$ cat config.mk
export PLATFORM = sky130hd
export DESIGN_NAME = uart_rx
export DESIGN_NICKNAME = d
export VERILOG_FILES = /design/src/rtl/uart_rx.sv
export SDC_FILE = /design/constraint.sdc
export NUM_CORES = 1
export LEC_CHECK = 0
export CAP_MARGIN = 20
export CORE_MARGIN = 2
export CORE_UTILIZATION = 58
export CTS_CLUSTER_DIAMETER = 100
export DETAILED_ROUTE_END_ITERATION = 8
export PLACE_DENSITY_LB_ADDON = 0.25
export SYNTH_ARGS = -nofsm -noshare
export SYNTH_HDL_FRONTEND = slang
export SYNTH_SLANG_ARGS = --single-unit
$ cat constraint.sdc
create_clock -name CLK -period 2.5 [get_ports CLK]
set_input_delay 0.5 -clock CLK [delete_from_list [all_inputs] [get_ports CLK]]
set_output_delay 0.5 -clock CLK [all_outputs]
set_load 0.1 [all_outputs]
$ cat src/rtl/uart_rx.sv
`default_nettype none
// ============================================================================
// Module   : uart_rx
// Brief    : Oversampled UART receiver with 3-sample majority vote, optional
//            parity and stop-bit checking. Optional RX_INPUT_SYNC_EN adds a
//            2-flop input synchronizer (+2 CLK latency).
// Revision : 1.0 - initial release
// ============================================================================
module uart_rx #(
    parameter int DATA_WIDTH = 8,
    parameter int PRESCALE_W = 6
) (
    input  logic                  CLK,
    input  logic                  RST,
    input  logic                  rx_in,
    input  logic [PRESCALE_W-1:0] prescale,
    input  logic                  par_en,
    input  logic                  par_typ,
    output logic [DATA_WIDTH-1:0] p_data,
    output logic                  data_valid,
    output logic                  par_err,
    output logic                  stp_err
);

    localparam int c_BCNT_W = $clog2(DATA_WIDTH + 1);

    typedef enum logic [2:0] {
        S_IDLE   = 3'd0,
        S_START  = 3'd1,
        S_DATA   = 3'd2,
        S_PARITY = 3'd3,
        S_STOP   = 3'd4
    } state_t;

    state_t                  r_state;
    logic [PRESCALE_W-1:0]   r_edge_cnt;
    logic [c_BCNT_W-1:0]     r_bit_cnt;
    logic [PRESCALE_W-1:0]   r_ps;
    logic                    r_par_en;
    logic                    r_par_typ;
    logic                    r_par_fail;
    logic [2:0]              r_smp;
    logic [DATA_WIDTH-1:0]   r_shift;

    logic                    w_rx;
    logic [PRESCALE_W-1:0]   w_ps_in;
    logic [PRESCALE_W-1:0]   w_half;
    logic                    w_last;
    logic                    w_vote_pt;
    logic                    w_vote;
    logic                    w_par_exp;

`ifdef RX_INPUT_SYNC_EN
    logic [1:0] r_sync;

    always_ff @(posedge CLK or negedge RST) begin
        if (!RST) begin
            r_sync <= 2'b11;
        end else begin
            r_sync <= {r_sync[0], rx_in};
        end
    end

    assign w_rx = r_sync[1];
`else
    assign w_rx = rx_in;
`endif

    // Unsupported (small or odd) prescale values fall back to 8x oversampling.
    assign w_ps_in   = ((prescale < PRESCALE_W'(6)) || prescale[0]) ? PRESCALE_W'(8) : prescale;
    assign w_half    = r_ps >> 1;
    assign w_last    = (r_edge_cnt == r_ps - PRESCALE_W'(1));
    assign w_vote_pt = (r_edge_cnt == w_half + PRESCALE_W'(2));
    assign w_vote    = (r_smp[0] & r_smp[1]) | (r_smp[0] & r_smp[2]) | (r_smp[1] & r_smp[2]);
    assign w_par_exp = (^r_shift) ^ r_par_typ;

    always_ff @(posedge CLK or negedge RST) begin
        if (!RST) begin
            r_state    <= S_IDLE;
            r_edge_cnt <= '0;
            r_bit_cnt  <= '0;
            r_ps       <= PRESCALE_W'(8);
            r_par_en   <= 1'b0;
            r_par_typ  <= 1'b0;
            r_par_fail <= 1'b0;
            r_smp      <= 3'b111;
            r_shift    <= '0;
            p_data     <= '0;
            data_valid <= 1'b0;
            par_err    <= 1'b0;
            stp_err    <= 1'b0;
        end else begin
            data_valid <= 1'b0;
            par_err    <= 1'b0;
            stp_err    <= 1'b0;

            if (r_state != S_IDLE) begin
                r_edge_cnt <= w_last ? '0 : r_edge_cnt + PRESCALE_W'(1);
                if (r_edge_cnt == w_half - PRESCALE_W'(1)) r_smp[0] <= w_rx;
                if (r_edge_cnt == w_half)                  r_smp[1] <= w_rx;
                if (r_edge_cnt == w_half + PRESCALE_W'(1)) r_smp[2] <= w_rx;
            end

            case (r_state)
                S_IDLE: begin
                    r_edge_cnt <= '0;
                    if (!w_rx) begin
                        r_state    <= S_START;
                        r_ps       <= w_ps_in;
                        r_par_en   <= par_en;
                        r_par_typ  <= par_typ;
                        r_par_fail <= 1'b0;
                        r_bit_cnt  <= '0;
                    end
                end
                S_START: begin
                    if (w_last) begin
                        r_state <= w_vote ? S_IDLE : S_DATA;
                    end
                end
                S_DATA: begin
                    if (w_last) begin
                        r_shift <= {w_vote, r_shift[DATA_WIDTH-1:1]};
                        if (r_bit_cnt == c_BCNT_W'(DATA_WIDTH - 1)) begin
                            r_bit_cnt <= '0;
                            r_state   <= r_par_en ? S_PARITY : S_STOP;
                        end else begin
                            r_bit_cnt <= r_bit_cnt + c_BCNT_W'(1);
                        end
                    end
                end
                S_PARITY: begin
                    if (w_last) begin
                        if (w_vote != w_par_exp) r_par_fail <= 1'b1;
                        r_state <= S_STOP;
                    end
                end
                S_STOP: begin
                    // Leaving mid-bit lets IDLE catch a start edge that follows with no idle gap.
                    if (w_vote_pt) begin
                        r_state    <= S_IDLE;
                        r_edge_cnt <= '0;
                        if (!w_vote) begin
                            stp_err <= 1'b1;
                        end else if (r_par_fail) begin
                            par_err <= 1'b1;
                        end else begin
                            p_data     <= r_shift;
                            data_valid <= 1'b1;
                        end
                    end
                end
                default: begin
                    r_state <= S_IDLE;
                end
            endcase
        end
    end

endmodule
`default_nettype wire

Word-level counts from Yosys, hierarchy flattened
Cells that the tools add are included. W data, S select, Z words.

Flip-flop bits (word level): 44. Output and inout bits: 11.

Bitwise operators: 8. Equality and inequality tests: 18. Mux-type cells: 33. Reduce and logical (&&, ||, !) cells: 15. Add/sub/neg operators: 6. Magnitude comparators: 1.

Operators by type and width (number): $eq A6 B6 Y1 (4); $mux W6 (4); $mux W3 (7); $pmux W3 S5 (1); $mux W1 (14); $ne A2 B2 Y1 const B (7); $mux W4 (3); $pmux W6 S2 (1); $reduce_and A2 Y1 (5); $pmux W4 S2 (1); $reduce_and A4 Y1 (2); $reduce_xor A8 Y1 (1); $add A5 B1 Y6 const B (1); $add A5 B2 Y6 const B (1); $add A6 B1 Y6 const B (1); $eq A3 B2 Y1 const B (2); $eq A6 B5 Y1 (1); $lt A6 B3 Y1 const B (1); $reduce_and A6 Y1 (1); $sub A5 B1 Y6 const B (1); $sub A6 B1 Y6 const B (1); $add A4 B1 Y4 const B (1); $eq A4 B3 Y1 const B (1); $reduce_bool A2 Y1 (2); 13 further kinds (17).

Longest topological paths before layout
Gate-level depths: netlist of run 1.

Depth in word-level cells: 7. Gate-level depth with buffers: 11. Mapped depth without buffers: 8.

Worst setup path before layout of run 1
No wires, ideal clock.

Path type: register to register. From: register r_ps[3]. To: register r_shift[3]. Setup slack: 0.305 ns. Cell stages (with the launch flop): 11. Data arrival time: 2.070 ns. Clock period less this slack: 2.195 ns. Setup time: 0.125 ns. Path through: dfstp_2 -> buf_6 -> inv_1 -> ha_1 -> nand2b_1 -> a21oi_1 -> and3b_4 -> and4_1 -> buf_6 -> buf_12 -> mux2_4.

Cells in the longest elaborated chain, start to end: 3.

RTL lines: from (decl) (line 38) `logic [PRESCALE_W-1:0] r_ps;`; from (signal assigned) (line 109) `r_ps <= w_ps_in;`; $sub A6 B1 Y6 (line 72) `assign w_last = (r_edge_cnt == r_ps - PRESCALE_W'(1));`; $eq A6 B6 Y1 (line 72); $reduce_and A2 Y1 (no source line); to (signal assigned) (line 123) `r_shift <= {w_vote, r_shift[DATA_WIDTH-1:1]};`; to (decl) (line 43) `logic [DATA_WIDTH-1:0] r_shift;`.

Every way passes these cells. A chain may end at the register's enable or synchronous reset.

Worst setup path after layout of run 1
From: register r_ps[2]. To: register r_state[0].

Cells in the longest elaborated chain, start to end: 4. Elaborated cells on any way between the ends: 9. Those cells by class: 2 x add/sub; 6 x eq/ne; 1 x reduce/logical.

RTL lines: $sub A6 B1 Y6 / $add A5 B2 Y6 (equally long branches) (line 72, 73); $eq A6 B6 Y1 (on tied branches) (line 72, 73); $ne A2 B2 Y1 (no source line); $reduce_and A6 Y1 (no source line) *; to (signal assigned) (line 118) `r_state <= w_vote ? S_IDLE : S_DATA;`; to (signal assigned) (line 126) `r_state <= r_par_en ? S_PARITY : S_STOP;`; to (decl) (line 35) `state_t r_state;`.

Mark *: on every way between the ends. The rest lies on a longest branch, timed or not.

==> results of run 1 <==
[cell type report]
| class | count | area (sq um) |
|---|---|---|
| clock buffers | 5 | 68.8 |
| clock inverters | 2 | 60.1 |
| multi-input cells | 194 | 1430 |
| fillers | 332 | 1320 |
| flip-flops and latches | 44 | 1110 |
| inverters | 9 | 33.8 |
| well taps | 52 | 65.1 |
| repair buffers | 32 | 298 |
[worst register-to-register path, cell delays in order (launching register included)]
cell and delay (ns):
dfrtp_1 0.47, inv_2 0.13, ha_2 0.22, nor3b_2 0.20, nand2_1 0.11, xnor2_2 0.25, a31oi_1 0.15, nor3_1 0.28
mux2_2 0.36
[through the flow]
step	setup slack (ns)	total power, mW	hold WS [ns]
6_report	0.213	3.54	0.184
5_1_grt	0.0472	3.82	0.229
3_3_place_gp	0.254	2.83	0.481
2_1_floorplan	0.305	2.50	0.204
4_1_cts	0.179	3.53	0.201
3_5_place_dp	0.193	2.88	0.495
[metal layers]
layer | track usage, % | vias to the layer above | share of wire, % | routed length (microns)
met4 | 8.81 | 0 | 1.5 | 84
met1 | 35.5 | 963 | 46 | 2580
met2 | 36.6 | 54 | 47 | 2640
met5 | 0 | - | 0 | 0
met3 | 5.06 | 9 | 5.1 | 284
li1 | - | 959 | - | -
[Yosys cell counts, drive strengths merged, types with 4 or more instances]
master  count  area [sq um]
dfstp       4           105
nor3        5          25.0
a211oi      5          37.5
buf         9          80.1
nand3      13          65.1
xnor2      20           183
nor2b       4          25.0
o21ai      12          60.1
nand3b      6          45.0
nand2      20          75.1
a21oi       4          20.0
ha          9           113
nor2       21          78.8
xor2       12           113
inv         9          33.8
clkbuf      4          15.0
dfrtp      40          1000
mux2       20           240
nand4       5          31.3
[sequential cells by signal (all words and copies together), names as in the netlist, 3 cells and up]
| register | flops |
|---|---|
| p_data | 8 |
| r_bit_cnt | 4 |
| r_ps | 6 |
| r_state | 3 |
| r_smp | 3 |
| r_shift | 8 |
| r_edge_cnt | 6 |
[worst paths after layout]
kind | slack [ns] | to | from
max | 0.21 | r_state[0] | r_ps[2]
min | 0.18 | r_edge_cnt[5] | RST
max reg2reg | 0.21 | r_state[0] | r_ps[2]
min reg2reg | 0.51 | r_par_typ | r_par_typ
max in group asynchronous | 1.81 | r_shift[4] | RST
min in group CLK | 0.51 | r_par_typ | r_par_typ
[placed cells by master (no fill, tap or decap), drive strengths merged, types with 3 or more instances in the layout]
cell type / instances
xor2: 12
nand4: 5
nand3b: 6
xnor2: 20
nor3: 5
buf: 23
a21oi: 4
nor2b: 4
inv: 9
nand2: 20
nand3: 13
o31ai: 3
clkdlybuf4s50: 9
a22oi: 3
o21ai: 12
and3: 3
ha: 9
mux2: 20
nor2: 21
dfrtp: 40
clkbuf: 5
nand2b: 3
a211oi: 5
dfstp: 4
[cells by family after synthesis]
family | after synthesis | share of synthesized area, %
adder cells (fa/ha/maj) | 10 | 4.61
multiplexers | 22 | 9.77
flip-flops | 44 | 41.5
AND/OR/NAND/NOR | 90 | 17.5
AO/OA/AOI/OAI | 40 | 10.7
XOR/XNOR | 32 | 11.1
buffers and inverters | 22 | 4.84
[power breakdown]
group / switching, mW / internal (mW)
sequential: 0.296 / 0.922
clock: 0.238 / 0.393
combinational: 0.879 / 0.809
total: 1.41 / 2.12
[repair_timing]
action / 4_1_cts / 5_1_grt
endpoints found under the hold margin: 0 / 0
buffers inserted: 0 / 0
endpoints found under the setup margin: 0 / 6
resized for setup: 0 / 4
==> impl_results.md, run 1 <==
- Status: complete, no violations
- Min-Delay Path Class: input port to async pin
- Fmax: 437 MHz
- # hold bufs at CTS: 0
- Max Cap Viol: 0
- Die area: 5150 sq um
- Ant diodes: 0
- Min Tclk post-route: 2.29 ns
- Clock transition at path regs: 0.08 ns
- RSZ-0062 raised after global routing: no
- Layout cells sized above 1: a little under a quarter
- # setup viols final: 0
- Number of flops mapped to enable cells by yosys: 0
- Worst vdd ir: around 0.6 mV
- Post-synthesis cell type count: 52
- Max-slew headroom: approximately 63%
- Number of port buffers: 21
- Crit-path cells: inv_2 -> ha_2 -> nor3b_2 -> nand2_1 -> xnor2_2 -> a31oi_1 -> nor3_1 -> mux2_2
- Skew-Pair Late Insertion Delay: around 0.30 ns
- Worst R2R Path Depth: 8
- Final instance area: slightly above 3000 sq um
- Vias in the first global route: between 1500 and 2000
- Max Root-Sink Buffers: 2
- Synth Cell Area: 2660 sq um
- Clk_skew: between 0.004 and 0.005 ns
- Vias/cell: between 5 and 6
- Sequential fraction of the synthesis area: about two fifths
- Clk sinks: 44
- Final non-filler cell total: between 300 and 400
- Wire length of the first global-routing pass: 9.60 mm
- Final wirelength: 5.58 mm
- Buffers plus inverters on the worst setup path: 1
- Synth warnings: 0
- Final ANT Viol Nets: 0
- GR Util All Layers: 24.5%
- Critical-path maximum fanout: 6
- Finished Core Util: a little over two thirds
- Critical path's slowest cell: dfrtp_1
- Drt first pass iters: 4
- Worst-margin pin slew: about 0.55 ns
- Core Area: 4380 sq um
- Syn_area_per_cell: about 10 sq um
- RD Place Congestion: just under 1
- P_leak: around 1.4 nW
- Hpwl dp: 4.19 mm
- CP peak stage delay: 0.47 ns
- Synth Register Bits: 44
- Avg WL per Cell: around 17 microns
- Mapped Nets: between 200 and 300
- CP startpoint kind: register
- Initial Utilization: 60.7%
- Worst EP arrival: roughly 2.5 ns
- Final Cycle Share: about nine tenths
- Routed via count: about 2000
- Chip width: between 70 and 80 microns
- Clk root buf: clkbuf_8
- Total gr overflow: 0
- Post-synthesis cell count: 260
- CP Class: register to register
- Fin Setup TNS: 0 ns
- Slew Limit Fails: 0
- 1st-iter DRT viols: about 130
- Rows: 24
- IO Pins: 22
- Pwr/cell area: 1160 nW/um^2
- Cts bufs inserted: 5
- WP depth: 8
- Worst Setup End Kind: register
- CP required: ~2.7 ns
- H-Tree Depth: 2
- CTS tree: built
- Area after DPL: 2930 sq um
- Crit path max-delay family: simple AND/OR/NAND/NOR gates
- Final hold vios: 0
- Die Ht: ~70 microns
- Largest net degree at the start of global routing: 24
- Drt drc: 0
- Layout area overhead: 15.0%
- Final nets: ~310
- Placed Cells: between 300 and 400
- Synth Flop Type: dfrtp_1
- Async S/R FF share, synth: 100%
- Initial antenna violation count: 0
No activity file was read; power rests on OpenSTA's default activity.
==> inputs of run 2 (changes only) <==
==> constraint.sdc (replaced) <==
create_clock -name CLK -period 2.4 [get_ports CLK]
set_input_delay 0.48 -clock CLK [delete_from_list [all_inputs] [get_ports CLK]]
set_output_delay 0.48 -clock CLK [all_outputs]
set_load 0.1 [all_outputs]
==> impl_results.md, run 2 (same netlist as run 1, synthesis figures left out) <==
- Status: complete, no violations
- Max Cap Viol: 0
- Die Ht: around 70 microns
- Worst vdd ir: between 0.6 and 0.7 mV
- Min-Delay Path Class: input port to async pin
- Crit path max-delay family: simple AND/OR/NAND/NOR gates
- Core Area: 4380 sq um
- Buffers plus inverters on the worst setup path: 2
- Ant diodes: 0
- Critical-path maximum fanout: 7
- Initial Utilization: between 60% and 70%
- Final ANT Viol Nets: 0
- Biggest regs: p_data x8, r_shift x8
- Total power: approximately 3.7 mW
- Clk sinks: 44
- Clock transition at path regs: about 0.09 ns
- 1st-iter DRT viols: ~220
- Final hold vios: 0
- Drt first pass iters: 4
- P_leak: around 1.4 nW
- Fmax: 427 MHz
- Wire length of the first global-routing pass: approximately 9.6 mm
- # hold bufs at CTS: 0
- Vias in the first global route: 1948
- Crit-path cells: inv_2 -> ha_2 -> nor3b_2 -> nand2_1 -> xnor2_2 -> buf_4 -> o21ai_0 -> nor3_1 -> mux2_2
- # setup viols final: 0
- CP Class: register to register
- Skew-Pair Late Insertion Delay: 0.30 ns
- Clk_skew: roughly 0.0063 ns
- Final Cycle Share: between 90% and 100%
- Final nets: 311
- Worst EP arrival: between 2 and 3 ns
- Drt drc: 0
- Total gr overflow: 0
- Largest net degree at the start of global routing: 29
- Most frequent cells in the layout: dfrtp_1 (40), buf_4 (25), nor2_1 (21), nand2_1 (20), xnor2_1 (19)
- Sequential cell area: about 1100 sq um
- Routed via count: between 2000 and 2500
- Area of the multi-input gates: between 1000 and 1500 sq um
- Worst Setup End Kind: register
- Worst R2R Setup Slack: 0.06 ns
- Max-slew headroom: approximately 57%
- Max Root-Sink Buffers: 2
- Initial antenna violation count: 0
- CTS tree: built
- GR Util All Layers: about a quarter
- Critical path's slowest cell: dfrtp_1
- CP required: ~2.6 ns
- Rows: 24
- Commonest non-fill, non-tap cell in the layout: dfrtp_1
- Hpwl dp: about 4.2 mm
- Avg WL per Cell: ~17 microns
- Vias/cell: around 5.8
- CP startpoint kind: register
- Cts bufs inserted: 5
- WHS: between 0.15 and 0.2 ns
- IO Pins: 22
- Fillers: 342
- Pwr/cell area: about 1200 nW/um^2
- CP peak stage delay: 0.45 ns
- Worst-margin pin slew: between 0.6 and 0.7 ns
- Slew Limit Fails: 0
- Die area: just over 5000 sq um
- Final wirelength: roughly 5.8 mm
- Chip width: approximately 72 microns
- Layout cells sized above 1: around 25%
- H-Tree Depth: 2
- Min Tclk post-route: between 2 and 2.5 ns
- Clk root buf: clkbuf_8
- RD Place Congestion: roughly 0.89
- Layout area overhead: 15.4%
- Number of port buffers: 21
run 2: cell types whose count changed in the layout (fill, tap and decap cells not counted):
cell,previous run,this run
buf_12,3,2
buf_4,19,25
bufinv_16,2,1
clkinvlp_4,0,1
inv_6,0,1
run 2: area by class of cell:
type | instances | area share (%)
clock buffers | 5 | 2.24
clock inverters | 3 | 1.51
inverters | 9 | 1.10
multi-input cells | 194 | 46.5
flip-flops and latches | 44 | 36.0
well taps | 52 | 2.12
repair buffers | 37 | 10.5
run 2: worst paths after layout:
path                            startpoint          to  cells after the start
worst max-delay path               r_ps[1]  r_state[0]                      9
worst min-delay path                   RST     r_ps[2]                      1
worst max register to register     r_ps[1]  r_state[0]                      9
worst min register to register   p_data[1]   p_data[1]                      1
max in group asynchronous              RST    r_smp[0]                      2
min in group CLK                 p_data[1]   p_data[1]                      1
run 2: stage by stage:
stage	setup WS, ns	setup TNS, ns	util (%)	instances	area, sq um
6_report	0.0596	0	70.1	344	3070
5_1_grt	-0.0320	-0.159	70.1	344	3070
4_1_cts	0.00647	0	69.7	342	3060
3_5_place_dp	0.0282	0	67.1	334	2940
3_3_place_gp	0.125	0	67.1	334	2940
2_1_floorplan	0.205	0	-	260	2660
run 2: per-layer routing:
metal	vias to the layer above	track usage (%)	part of all wire, %
li1	967	-	-
met1	971	32.9	46
met2	62	39.5	48
met3	6	5.06	5.0
met4	0	6.92	0.99
met5	-	0	0
run 2: what timing repair did:
item / CTS / global route
hold endpoints to repair: 0 / 0
setup endpoints to repair: 0 / 14
setup buffers: 0 / 2
resized for setup: 0 / 4
run 2: power by group:
group | total [mW] | internal, mW | switching (mW)
Sequential | 1.26 | 0.960 | 0.303
Combinational | 1.84 | 0.893 | 0.951
Clock | 0.587 | 0.314 | 0.273
==> inputs of run 3 (changes only) <==
--- a/config.mk
+++ b/config.mk
@@ -5,11 +5,11 @@
 export SDC_FILE = /design/constraint.sdc
 export NUM_CORES = 1
 export LEC_CHECK = 0
-export CAP_MARGIN = 20
-export CORE_MARGIN = 2
+export CORE_MARGIN = 10
 export CORE_UTILIZATION = 58
 export CTS_CLUSTER_DIAMETER = 100
 export DETAILED_ROUTE_END_ITERATION = 8
+export MAX_ROUTING_LAYER = met4
 export PLACE_DENSITY_LB_ADDON = 0.25
 export SYNTH_ARGS = -nofsm -noshare
 export SYNTH_HDL_FRONTEND = slang
==> impl_results.md, run 3 (same netlist as run 1, synthesis figures left out) <==
- Worst-margin pin slew: approximately 0.46 ns
- Chip width: 87.8 microns
- Drt drc: 0
- Wire length of the first global-routing pass: about 9.4 mm
- Number of port buffers: 21
- Drt first pass iters: 4
- Commonest non-fill, non-tap cell in the layout: dfrtp_1
- RSZ-0062 raised after global routing: no
- Status: complete, no violations
- GR Util All Layers: approximately 16%
- Cts bufs inserted: 5
- Most frequent cells in the layout: dfrtp_1 (39), buf_4 (21), nor2_1 (20), nand2_1 (20), xnor2_1 (19)
- Biggest regs: p_data x8, r_shift x8
- Vias/cell: 5.85
- Area after DPL: roughly 2900 sq um
- Max-slew headroom: between 60% and 70%
- IO Pins: 22
- Fin Setup TNS: 0 ns
- 1st-iter DRT viols: approximately 140
- Met1 WL: roughly 2.7 mm
- Pint: 2.18 mW
- Combinational fraction of design power: 49.2%
- CP endpoint: p_data[4]
- Worst Setup End Kind: register
- Final ANT Viol Nets: 0
- Initial antenna violation count: 0
- Clock transition at path regs: ~0.080 ns
- CTS tree: built
- Final Cycle Share: between 90% and 100%
- Layout area overhead: 16.3%
- Clk sinks: between 40 and 50
- CP Class: register to register
- Die Ht: about 88 microns
- Worst EP arrival: around 2.5 ns
- H-Tree Depth: 2
- Switching Fraction: 40.8%
- Pwr/cell area: approximately 1200 nW/um^2
- RD Place Congestion: between 0.9 and 1
- Die area: 7700 sq um
- Max Cap Viol: 0
- Clock group share of total power: ~16%
- Largest net degree at the start of global routing: 45
- Clk_skew: between 0.004 and 0.005 ns
- Met2 WL: ~2.6 mm
- Final wirelength: between 5 and 6 mm
- CP startpoint kind: register
- Worst reg2reg path endpoint: p_data[4]
- Switching power: 1.51 mW
- Clk root buf: clkbuf_8
- Total gr overflow: 0
- Min-Delay Path Class: input port to async pin
- Top Layer Used: met4
- Fillers: 330
- Core Area: about 4400 sq um
- CP required: between 2 and 3 ns
- Rows: 24
- Final nets: a little over 300
- WHS: between 0.1 and 0.15 ns
- Initial Utilization: around three fifths
- Max Root-Sink Buffers: 2
- Routed via count: approximately 2000
- P_leak: 1.39 nW
- Sequential Power Share: between 30 and 40%
- Critical-path maximum fanout: 9
- Worst R2R Path Depth: 8
- Finished Core Util: between 70 and 80%
- Critical path startpoint: r_ps[3]
- Final instance area: about 3100 sq um
- Min Tclk post-route: ~2.3 ns
- # setup viols final: 0
- Layout cells sized above 1: 25.3%
- Vias in the first global route: roughly 2000
- Fmax: 441 MHz
- Ant diodes: 0
- Worst vdd ir: between 0.8 and 0.9 mV
- Hpwl dp: ~4.0 mm
- Avg WL per Cell: between 15 and 20 microns
- Skew-Pair Late Insertion Delay: ~0.3 ns
- WL met3: 224 microns
- Slew Limit Fails: 0
- Final hold vios: 0
- Reg2reg start: r_ps[3]
- Worst R2R Setup Slack: about 0.13 ns
run 3: worst min-delay path by stage:
stage / start / end / slack [ns] / cells past startpoint
floorplan: RST / data_valid / 0.18 / 0
global placement: RST / r_edge_cnt[5] / 0.47 / 2
detailed placement: RST / r_edge_cnt[4] / 0.48 / 2
CTS: RST / r_edge_cnt[5] / 0.15 / 2
global route: RST / r_state[0] / 0.16 / 2
finish: RST / r_edge_cnt[5] / 0.14 / 2
run 3: critical path, stage by stage (launching register included):
cell	delay (ns)
dfstp_2	0.62
inv_1	0.08
ha_1	0.29
xnor2_1	0.15
nand3_1	0.11
nor2_2	0.16
and4_1	0.27
buf_12	0.14
mux2_2	0.34
run 3: cell type report:
class,instances,area [sq um],share of cell area (%)
multi-input cells,194,1460,47.0
clock buffers,6,82.6,2.67
flip-flops and latches,44,1110,35.8
well taps,52,65.1,2.10
inverters,9,33.8,1.09
repair buffers,34,313,10.1
clock inverters,2,38.8,1.25
run 3: per-stage QoR:
stage / setup WS [ns] / total power, mW / instances
floorplan: 0.205 / 2.60 / 260
global placement: 0.0154 / 2.93 / 332
detailed placement: 0.00581 / 2.98 / 332
CTS: 0.00194 / 3.61 / 340
global route: 0.00692 / 3.98 / 341
finish: 0.134 / 3.69 / 341
run 3: what timing repair did:
action                                  4_1_cts  5_1_grt
pin swaps                                     0        1
endpoints found under the hold margin         0        0
endpoints found under the setup margin       10       18
resized for setup                             3        7
hold buffers                                  0        0
buffers inserted                              0        1
run 3: routing by layer:
layer,global-route usage [%],vias up
met5,-,-
li1,-,965
met2,23.0,50
met1,20.9,974
met4,4.20,0
met3,3.34,7
run 3: power groups by stage:
stage          Clock, mW  Sequential [mW]  Combinational, mW
2_1_floorplan          0             1.13               1.47
3_3_place_gp           0             1.27               1.66
3_5_place_dp           0             1.28               1.71
4_1_cts            0.610             1.27               1.74
5_1_grt            0.636             1.32               2.02
6_report           0.597             1.28               1.82
